==> config.mk <==
export PLATFORM = sky130hd
export DESIGN_NAME = if_id_stage
export DESIGN_NICKNAME = d
export VERILOG_FILES = /design/src/rtl/if_id_stage.sv
export SDC_FILE = /design/constraint.sdc
export NUM_CORES = 1
export LEC_CHECK = 0
export CAP_MARGIN = 20
export CELL_PAD_IN_SITES_DETAIL_PLACEMENT = 0
export CELL_PAD_IN_SITES_GLOBAL_PLACEMENT = 1
export CORE_AREA = 2 2 124 126
export DETAILED_ROUTE_END_ITERATION = 6
export DIE_AREA = 0 0 126 128
export HOLD_SLACK_MARGIN = 0.12
export PLACE_DENSITY_LB_ADDON = 0.1
export SLEW_MARGIN = 40
export SYNTH_ARGS = -nofsm -noshare
export SYNTH_HDL_FRONTEND = slang
export SYNTH_SLANG_ARGS = --single-unit
==> constraint.sdc <==
create_clock -name CLOCK -period 4.85 [get_ports CLOCK]
set_input_delay 0.97 -clock CLOCK [delete_from_list [all_inputs] [get_ports CLOCK]]
set_output_delay 0.97 -clock CLOCK [all_outputs]
set_load 0.02 [all_outputs]
==> src/rtl/if_id_stage.sv <==
// Fetch stage plus IF/ID pipeline register: drives the instruction-memory address,
// latches the returned word for decode, and stops fetching on a halt encoding.
module if_id_stage #(
   parameter logic [31:0] RESET_PC     = 32'h00000000,
   parameter logic [31:0] HALT_WORD    = 32'hFFFFFFFF,
   parameter int unsigned DRAIN_CYCLES = 4
) (
   input  logic        CLOCK,
   input  logic        RESET,
   input  logic        Stall_In,
   input  logic        Redirect_In,
   input  logic [31:0] RedirectPC_In,
   input  logic [31:0] InstrMem_Data_In,
   output logic [31:0] PC_Out,
   output logic [31:0] Instr_Out,
   output logic [31:0] PCPlus4_Out,
   output logic        Valid_Out,
   output logic        Done_Out,
   output logic [1:0]  Dbg_State_Out
);

   // Valid_Out qualifies Instr_Out/PCPlus4_Out each cycle; there is no ready.
   // Stall_In is the only backpressure: while it is high every register holds.
   typedef enum logic [1:0] {
      S_FETCH = 2'd0,
      S_DRAIN = 2'd1,
      S_DONE  = 2'd2
   } state_t;

   localparam logic [31:0] RESET_PC_ALIGNED = RESET_PC & 32'hFFFF_FFFC;
   localparam logic [3:0]  DRAIN_LOAD       = 4'(DRAIN_CYCLES - 1);

   state_t      r_state;
   logic [31:0] r_pc;
   logic [31:0] r_instr;
   logic [31:0] r_pc_plus4;
   logic        r_valid;
   logic        r_done;
   logic [3:0]  r_drain_cnt;

   logic [31:0] w_pc_next;
   logic [31:0] w_redirect_pc;
   logic        w_is_halt;

   assign w_pc_next     = r_pc + 32'd4;
   assign w_redirect_pc = RedirectPC_In & 32'hFFFF_FFFC;
   assign w_is_halt     = (InstrMem_Data_In == HALT_WORD);

   always_ff @(posedge CLOCK) begin
      if (RESET) begin
         r_state     <= S_FETCH;
         r_pc        <= RESET_PC_ALIGNED;
         r_instr     <= 32'h0;
         r_pc_plus4  <= 32'h0;
         r_valid     <= 1'b0;
         r_done      <= 1'b0;
         r_drain_cnt <= 4'd0;
      end else begin
         case (r_state)
            S_FETCH: begin
               if (Redirect_In) begin
                  r_pc        <= w_redirect_pc;
                  r_instr     <= 32'h0;
                  r_pc_plus4  <= 32'h0;
                  r_valid     <= 1'b0;
                  r_drain_cnt <= 4'd0;
               end else if (Stall_In) begin
                  r_state <= S_FETCH;
               end else if (w_is_halt) begin
                  // PC parks on the halt address; the halt word never reaches decode.
                  r_instr     <= 32'h0;
                  r_valid     <= 1'b0;
                  r_drain_cnt <= DRAIN_LOAD;
                  r_state     <= S_DRAIN;
               end else begin
                  r_pc       <= w_pc_next;
                  r_instr    <= InstrMem_Data_In;
                  r_pc_plus4 <= w_pc_next;
                  r_valid    <= 1'b1;
               end
            end
            S_DRAIN: begin
               if (Redirect_In) begin
                  // Halt was on the wrong path: resume fetching, done never raised.
                  r_pc        <= w_redirect_pc;
                  r_instr     <= 32'h0;
                  r_pc_plus4  <= 32'h0;
                  r_valid     <= 1'b0;
                  r_drain_cnt <= 4'd0;
                  r_state     <= S_FETCH;
               end else if (Stall_In) begin
                  r_state <= S_DRAIN;
               end else begin
                  r_instr <= 32'h0;
                  r_valid <= 1'b0;
                  if (r_drain_cnt == 4'd0) begin
                     r_state <= S_DONE;
                     r_done  <= 1'b1;
                  end else begin
                     r_drain_cnt <= r_drain_cnt - 4'd1;
                  end
               end
            end
            S_DONE: begin
               r_instr <= 32'h0;
               r_valid <= 1'b0;
               r_done  <= 1'b1;
            end
            default: begin
               r_state <= S_FETCH;
            end
         endcase
      end
   end

   assign PC_Out        = r_pc;
   assign Instr_Out     = r_instr;
   assign PCPlus4_Out   = r_pc_plus4;
   assign Valid_Out     = r_valid;
   assign Done_Out      = r_done;
   assign Dbg_State_Out = r_state;

endmodule

==> results.md <==
* Outcome: finished, final reports clean
* Worst Setup Path Type: in -> reg
* Nets at 834
* Area Overhead vs Synth at 39.00%
* # DRC at 0
* Final hold violations at 0
* CP startpoint: InstrMem_Data_In[19]
* N_diodes at 0
* Pwr dens at 382.4 nW/um^2
* Setup Skew at 0.01566 ns
* Instance count of the mapped netlist at 634
* Logic gate share of total power at 35.5%
* Final antenna-violating net count at 0
* Commonest non-fill, non-tap cells in the layout: 162 x clkdlybuf4s50_1, 101 x dfxtp_1, 54 x nor2_1, 51 x a21oi_1, 42 x a22oi_1
* Hold_buf cts at 0
* Final Util at 48.91%
* R2r startpoint: Dbg_State_Out[1]
* Via density at 5.857
* Worst R2R Path Depth at 7
* Initial antenna violation count at 0
* Fin Setup TNS at 0 ns
* Reg-to-reg slack, setup at 2.13 ns
* Max-slew violation count at 0
* Gr usage total at 21.17%
* Critical Path RT at 5.07 ns
* Worst hold path type: reg -> reg
* Arr. time, crit path at 3.67 ns
* Commonest non-fill, non-tap cell in the layout: clkdlybuf4s50_1
* Grt total ovfl at 0
* Fin crit share at 71.05%
* Initial Util at 35.19%
* Crit path capture: PCPlus4_Out[18]
* Clk sink count at 101
* Die Ht at 128 um
* Synth Flop Type: dfxtp_1
* Initial DRC Count at 375
* Row Count at 45
* CTS root buf: clkbuf_16
* Reg clk slew, reported paths at 0.08 ns
* Largest net degree at the start of global routing at 66
* Asr flop ratio synth at 0%
* Non-Filler Instances at 953
* Setup repair bufs after CTS at 0
* Unrepaired setup endpoints after global routing: false
* Routed wire length at 17570 um
* IO Pins at 168
* Die Span X at 126 um
* Yosys reg bits at 101
* Wire per inst at 18.44 um
* Reg2reg end: PC_Out[28]
* Achievable Freq at 0.2902 GHz
* CTS tree: built
* H-tree Lvls at 3
* Yosys cell types at 65
* DRT Pass-1 Iters at 5
* Synthesis Warnings at 0
* CTS resizes at 0
* Sequential power share at 36.9%
* CP startpoint kind: input pin
* Actual slew at the worst max-slew pin at 0.7928 ns
* Num CTS Buffers at 9
* Pint at 1727 uW
* Via Count at 5582
* Die ar. at 16130 sq um
* Max-Cap Viols at 0
* Clk Latency, worst-skew pair at 0.36 ns
* Syn Area/Cell at 8.249 sq um
* EDFF count, synth at 0
* Core region area at 14860 sq um
* Share of cells above drive strength 1 at 6.144%
* Seq/Total Area, Yosys at 38.66%
* CP max FO at 26
* Gpl congestion at 0.8340
* Synth area leaders: dfxtp_1 39%, a22oi_1 6.0%, a21oi_1 5.0%, nor2_1 3.9%, nand3_1 3.9%
* Final setup fails at 0
* Clk network pwr share at 27.6%
* DP Wirelength at 12100 um
* Global-route wire length before repair at 27710 um
* Switch share at 37.87%
* Clock buffer depth at 2
* Leakage at 0.002435 uW
* Peak VDD IR at 0.2069 mV
* Slew Limit Headroom at 47.05%
* Synth top area share at 38.66%
* Switch Pwr at 1053 uW
* IO Port Bufs at 163
* Final min period at 3.446 ns
* CP Capture Type: flop
* Leading area contributor after synthesis: dfxtp_1
* Synthesized cell area at 5230 sq um
* Vias in the first global route at 5290
* Cells after DPL at 937
Yosys cell counts (all sizes together) (4+ instances only):
library cell / instances
xnor2: 11
a221oi: 10
o21ai: 7
o22ai: 7
a32oi: 4
and2: 6
dfxtp: 101
a311oi: 4
nor4: 12
xor2: 6
ha: 6
a2bb2oi: 4
buf: 16
nor3: 16
o31ai: 6
o21a: 4
a22oi: 42
o2111ai: 8
o32ai: 14
nand4: 24
nor2: 55
nand2: 41
and4: 8
a31oi: 13
a211oi: 7
and3: 5
nand3: 42
clkbuf: 45
a21oi: 52
inv: 18
flip-flops by register name, indices dropped and copies added (netlist names):
register       flops
PCPlus4_Out       31
PC_Out            30
Done_Out           1
Valid_Out          1
Dbg_State_Out      2
r_drain_cnt        4
Instr_Out         32
cells by family (layout without fill, tap and decap cells):
| group | after synthesis | count (layout) | share of synthesized area (%) |
|---|---|---|---|
| AO/OA/AOI/OAI | 206 | 206 | 28.21 |
| XOR/XNOR | 17 | 17 | 2.847 |
| adder cells (fa/ha/maj) | 6 | 6 | 1.435 |
| buffers and inverters | 79 | 209 | 6.220 |
| flip-flops | 101 | 101 | 38.66 |
| multiplexers | 1 | 1 | 0.1914 |
| other | 1 | 2 | 0.07170 |
| AND/OR/NAND/NOR | 223 | 223 | 22.37 |
worst max-delay path: stages:
cell and delay, ns:
clkdlybuf4s50_1 0.49, nand4_1 0.17, nor4_4 0.64, a211o_1 0.70, buf_4 0.42, a22o_1 0.21, a21oi_1 0.06
power groups by stage:
stage               logic [uW]  registers, uW  clock network (uW)
CTS                        985           1030                 779
floorplan                  505           1110                   0
detailed placement         981           1040                   0
global placement           961           1040                   0
global route              1070           1040                 818
finish                     986           1030                 768
through the flow:
| stage | setup WS, ns | total power [uW] | instance area [sq um] | hold slack (ns) |
|---|---|---|---|---|
| after floorplan | 2.313 | 1619 | 5234 | 0.4697 |
| after global placement | 1.050 | 1998 | 6932 | 0.4542 |
| after detailed placement | 1.023 | 2023 | 6962 | 0.4630 |
| after CTS | 1.417 | 2789 | 7267 | 0.4774 |
| after global routing | 1.209 | 2930 | 7269 | 0.4994 |
| final | 1.404 | 2780 | 7269 | 0.4691 |
how the worst min path moves through the flow:
stage,end,start,cells after the start
2_1_floorplan,r_drain_cnt[3],r_drain_cnt[3],2
3_3_place_gp,PCPlus4_Out[18],PCPlus4_Out[18],2
3_5_place_dp,PCPlus4_Out[17],PCPlus4_Out[17],2
4_1_cts,PCPlus4_Out[17],PCPlus4_Out[17],2
5_1_grt,PCPlus4_Out[29],PCPlus4_Out[29],2
6_report,PCPlus4_Out[19],PCPlus4_Out[19],2
metal layers:
metal | track usage [%] | share of wire [%] | vias to the layer above
met3 | 5.968 | 8.2 | 21
li1 | - | - | 2662
met2 | 33.27 | 45 | 220
met4 | 7.628 | 1.8 | 0
met5 | 0 | 0 | -
met1 | 27.89 | 45 | 2679
final cells by class:
cell class,count,area [sq um]
clock buffer,9,225.2
clock inverter,7,80.08
fill,1464,7595
inverter,18,67.56
multi-input combinational,455,2915
sequential,101,2022
tap,188,235.2
timing repair buffer,175,1724
No activity file was read; power rests on OpenSTA's default activity.
